--- config.mk ---
export PLATFORM = sky130hd
export DESIGN_NAME = tt_um_ddc_arghunter
export DESIGN_NICKNAME = d
export VERILOG_FILES = /design/src/rtl/tt_um_ddc_arghunter.sv
export SDC_FILE = /design/constraint.sdc
export NUM_CORES = 1
export LEC_CHECK = 0
export BUFFER_PORTS_ARGS = -buffer_cell sky130_fd_sc_hd__buf_2
export CAP_MARGIN = 20
export CORE_MARGIN = 2
export CORE_UTILIZATION = 54
export CTS_CLUSTER_DIAMETER = 150
export DETAILED_ROUTE_END_ITERATION = 16
export GPL_TIMING_DRIVEN = 0
export HOLD_SLACK_MARGIN = 0.06
export PLACE_DENSITY = 0.86
export SYNTH_ARGS = -nofsm -noshare
export SYNTH_HDL_FRONTEND = slang
export SYNTH_SLANG_ARGS = --single-unit
--- constraint.sdc ---
create_clock -name clk -period 5.7 [get_ports clk]
set_input_delay 0.285 -clock clk [delete_from_list [all_inputs] [get_ports clk]]
set_output_delay 0.285 -clock clk [all_outputs]
set_load 0.02 [all_outputs]
--- src/rtl/tt_um_ddc_arghunter.sv ---
// Multi-mode code converter: Gray, BCD, priority encode, popcount and 7-segment
// decode of an 8-bit operand, registered with single-cycle latency.
module tt_um_ddc_arghunter (
  input  logic       clk,
  input  logic       rst_n,
  input  logic       ena,
  input  logic [7:0] ui_in,
  input  logic [7:0] uio_in,
  output logic [7:0] uo_out,
  output logic [7:0] uio_out,
  output logic [7:0] uio_oe
);

  localparam int DATA_W = 8;

  logic [2:0]        mode;
  logic [DATA_W-1:0] res;
  logic              err;
  logic [1:0]        aux;
  logic              unused_bits;

  logic [DATA_W-1:0] res_p0;
  logic              err_p0;
  logic              zero_p0;
  logic [1:0]        aux_p0;

  assign mode        = uio_in[2:0];
  assign unused_bits = &uio_in[7:3];

  function automatic logic [7:0] gray2bin(input logic [7:0] g);
    logic [7:0] b;
    b[7] = g[7];
    for (int i = 6; i >= 0; i--) b[i] = b[i+1] ^ g[i];
    return b;
  endfunction

  // Shift-add-3 conversion; result is {hundreds[1:0], tens[3:0], ones[3:0]}.
  function automatic logic [9:0] bin2bcd(input logic [7:0] v);
    logic [17:0] s;
    s = {10'd0, v};
    for (int i = 0; i < 8; i++) begin
      if (s[11:8]  >= 4'd5) s[11:8]  = s[11:8]  + 4'd3;
      if (s[15:12] >= 4'd5) s[15:12] = s[15:12] + 4'd3;
      s = s << 1;
    end
    return s[17:8];
  endfunction

  function automatic logic [2:0] prio_idx(input logic [7:0] v);
    logic [2:0] idx;
    idx = 3'd0;
    for (int i = 0; i < 8; i++) if (v[i]) idx = i[2:0];
    return idx;
  endfunction

  function automatic logic [3:0] popcnt(input logic [7:0] v);
    logic [3:0] c;
    c = 4'd0;
    for (int i = 0; i < 8; i++) c = c + {3'd0, v[i]};
    return c;
  endfunction

  function automatic logic [7:0] seg7(input logic [3:0] h);
    logic [7:0] s;
    case (h)
      4'h0: s = 8'h3F;  4'h1: s = 8'h06;  4'h2: s = 8'h5B;  4'h3: s = 8'h4F;
      4'h4: s = 8'h66;  4'h5: s = 8'h6D;  4'h6: s = 8'h7D;  4'h7: s = 8'h07;
      4'h8: s = 8'h7F;  4'h9: s = 8'h6F;  4'hA: s = 8'h77;  4'hB: s = 8'h7C;
      4'hC: s = 8'h39;  4'hD: s = 8'h5E;  4'hE: s = 8'h79;  default: s = 8'h71;
    endcase
    return s;
  endfunction

  always_comb begin
    logic [9:0] bcd;
    res = 8'd0;
    err = 1'b0;
    aux = 2'd0;
    bcd = bin2bcd(ui_in);
    case (mode)
      3'd0: res = ui_in;
      3'd1: res = ui_in ^ (ui_in >> 1);
      3'd2: res = gray2bin(ui_in);
      3'd3: begin
        res = bcd[7:0];
        aux = bcd[9:8];
      end
      3'd4: begin
        if (ui_in[7:4] > 4'd9 || ui_in[3:0] > 4'd9) err = 1'b1;
        else res = {1'b0, ui_in[7:4], 3'd0} + {3'd0, ui_in[7:4], 1'b0} + {4'd0, ui_in[3:0]};
      end
      3'd5: begin
        if (ui_in == 8'd0) err = 1'b1;
        else res = {5'd0, prio_idx(ui_in)};
      end
      3'd6: res = {4'd0, popcnt(ui_in)};
      default: res = seg7(ui_in[3:0]);
    endcase
  end

  // Stage p0: output registers
  always_ff @(posedge clk) begin
    if (!rst_n) begin
      res_p0  <= '0;
      err_p0  <= 1'b0;
      zero_p0 <= 1'b0;
      aux_p0  <= 2'd0;
    end else if (ena) begin
      res_p0  <= res;
      err_p0  <= err;
      zero_p0 <= (res == 8'd0);
      aux_p0  <= aux;
    end
  end

  assign uo_out  = res_p0;
  assign uio_out = {err_p0, zero_p0, aux_p0, 4'd0};
  assign uio_oe  = 8'hF0;

endmodule

==> results list <==
- Run status: finished, final reports clean
- Grt ovf: 0
- Sequential cell area fraction in the yosys report: 8.202%
- EDFF count, synth: 0
- Most numerous cell types in the synthesized netlist: ha_1, nor2_1, a21oi_1, inv_1, nand2_1
* Count of state elements after synthesis: 12
- Clk pin slew, worst setup/hold paths: 0.05 ns
* Total non-filler cell area in the finished layout: 3615 um2
- Delay of the slowest cell on the worst path: 0.43 ns
- Setup Viol. Count Final: 0
* Total Wirelength: 8138 um
- Final weighted congestion in routability-driven placement: 0.9230
- CTS tree: built
- At the later pin of the worst-skew pair, clock insertion delay measures 0.24 ns.
- 1st-iter DRT viols: 183
- Syn Area/Cell: 7.728 um2
* Clock share of power: 10.3%
- The tree is rooted in a clkbuf_8.
* Switching power: 341.9 uW
- Port Buffers: 23
* Cell occurring most often along the worst timing path: ha_4
* Total of warnings raised by yosys: 0
- Ranked by total cell area, the synthesized netlist is headed by ha_1, dfxtp_1, a21oi_1.
* Total power divided by cell area: 203.1 nW/um2
- Across all hold checks on the routed design, the worst slack comes to 0.3352 ns.
- Worst clock skew on the final layout: 0 ns
* Initial antenna violation count: 0
* Total number of vias: 3018
* Leading cell type by number of instances after synthesis: ha_1
- Number of max-slew violations in the final report: 0
- The internal power of the cells totals 392.1 uW.
- Site Rows: 26
- Die footprint: 6030 um2
* Kind of end point of the critical path: register
* Category of the critical setup timing path: in -> reg
- Net switching is 46.58% of the power.
- Antenna Diode Count: 0
- Once detail routing completed, the nets flagged for antenna violations numbered 0.
- Dividing the final minimum period by the clock period gives 97.17%.
- The number of global-route vias before repair is 2855.
- ha_1 takes more of the synthesized area than any other cell.
- Instance area after placement: 3274 um2
* Unrepaired setup endpoints after global routing: true
* Area Overhead vs Synth: 23.41%
- Required arrival time at the worst endpoint: 5.88 ns
- In this run, post-CTS hold repair placed 0 buffers.
- Headroom to the max-slew limit came out at 38.11%.
* Transition time at the pin with the least slew margin: 0.9050 ns
- Detail-routed net length per standard cell: 16.18 um
- In this run the static leakage power is 0.001571 uW.
- Core region area: 5172 um2
- The first global-routing pass estimated 13490 um of wire.
- For this configuration, the core starts out at a cell density of 56.63%.
- The smallest clock period supported by the final layout is computed as 5.539 ns.
- Worst path slowest cell: or4_4
* GRT Total Usage: 27.19%
* Part of the power in registers: 12.7%
* CTS sink cnt: 12
- Final core utilization: 69.88%
* H-tree level count: 1
* Gate Count Post-Synth: 379
* Final-stage net count: 504
* Highest fanout seen on the critical path: 4
* Max Freq: 180.6 MHz
- The tool flagged a number of max-cap violations equal to 0.
- The most used flip-flop cell after synthesis is dfxtp_1.
- VDD sags by at most 0.0002022 V.
- Synthesized cell area: 2929 um2
- Share of async-settable or async-resettable flops after synthesis: 0%
- The worst setup path is launched from a primary input.
* Pin count of the biggest net entering global routing: 15
- Post-synth cell types: 85
* Number of CTS-inserted buffers: 3
* Final number of hold-violating endpoints: 0
- Of the post-synthesis cell area, the dominant cell type holds 18.80%.
- Detailed placement ended at an HPWL of 5977 um.
* Boundary pin count: 43
- Part of the total power dissipated in combinational logic: 77.0%
- STA puts the critical path data arrival time at 5.72 ns.
- DRC viols: 0
- In this run the worst hold path is classified as in -> reg.
* DIE HEIGHT: 77.65 um
- The clock passes through at most 2 buffers.
- Vias per Instance: 6.000
* Die boundary width: 77.65 um
- Of the cells placed in the final design, the portion with a size suffix greater than 1 is 30.95%.
- For this run, the detailed router's first-pass iteration total came to 4.
-- through the flow --
stage               std cells  power [uW]  setup WS [ns]  TNS (ns)
floorplan                 389       463.4        0.01285         0
global placement          482       538.2        -0.6188    -3.097
detailed placement        482       554.8        -0.7771    -3.981
CTS                       494       670.7        0.02604         0
global route              503       792.5       -0.08700   -0.1322
finish                    503       734.1         0.1614         0
-- critical path, delay by kind of cell --
family	cells	cell delay, ns
buf+inv	7	0.59
xor+xnor	1	0.16
compound gates	10	1.65
simple gates	10	2.01
fa+ha+maj	6	1.01
-- cell type report --
cell class | count | area, um2
plain buffers | 26 | 171.4
clock buffers | 3 | 41.29
fillers | 403 | 1558
inverters | 27 | 112.6
multi-input cells | 323 | 2695
flip-flops and latches | 12 | 240.2
well taps | 70 | 87.58
repair buffers | 42 | 266.5
-- cell usage in the layout, fill, tap and decap left out, drive strengths merged, types with 7 or more instances in the layout --
master and instances:
buf 61, ha 44, nor2 36, a21oi 33
nand2 24, inv 24, o21ai 23, conb 12
dfxtp 12, nand3 11, nor3 11, xnor2 10
clkbuf 10, mux2i 8, a211oi 8, nor2b 7
-- sequential cells by signal, summed over array words and instances (netlist names) --
name	cells
uo_out	8
aux_p0	2
err_p0	1
zero_p0	1
-- final timing paths --
kind	start	to	slack [ns]	depth (start not counted)
worst min register to register	uo_out[2]$_SDFFE_PN0P_	uo_out[2]$_SDFFE_PN0P_	0.47	2
worst min-delay path	rst_n	aux_p0[0]$_SDFFE_PN0P_	0.34	2
worst max register to register	aux_p0[0]$_SDFFE_PN0P_	aux_p0[0]$_SDFFE_PN0P_	4.99	2
worst max-delay path	ui_in[5]	zero_p0$_SDFFE_PN0P_	0.16	34
-- repair_timing --
action,CTS,global route
buffers inserted,10,9
resized for setup,10,31
pin swaps,7,17
endpoints found under the setup margin,7,7
-- cell families (layout without fill, tap and decap cells) --
logic type	after synthesis	in the layout	synth area share, %
muxes	11	11	4.998
DFF	12	12	8.202
AOI/OAI and AO/OA	114	114	29.00
xor gates and xnor gates	14	14	4.186
buffers and inverters	54	98	9.483
and+or+nand+nor	122	122	20.97
adders and majority gates	50	50	22.90
other	2	12	0.2564
-- power groups by stage --
stage	Combinational (uW)	Sequential [uW]	Clock (uW)
3_3_place_gp	444	94.3	0
2_1_floorplan	362	102	0
4_1_cts	500	93.0	77.8
6_report	565	93.2	76.0
3_5_place_dp	460	94.5	0
5_1_grt	616	93.7	82.7
-- routing by layer --
| metal | global-route usage, % | routed length (um) | vias to the layer above |
|---|---|---|---|
| li1 | - | - | 1458 |
| met4 | 11.43 | 258 | 0 |
| met1 | 33.71 | 3355 | 1420 |
| met2 | 47.07 | 3978 | 117 |
| met5 | 0 | 0 | - |
| met3 | 3.488 | 545 | 23 |
(Power assumes the default switching activity.)
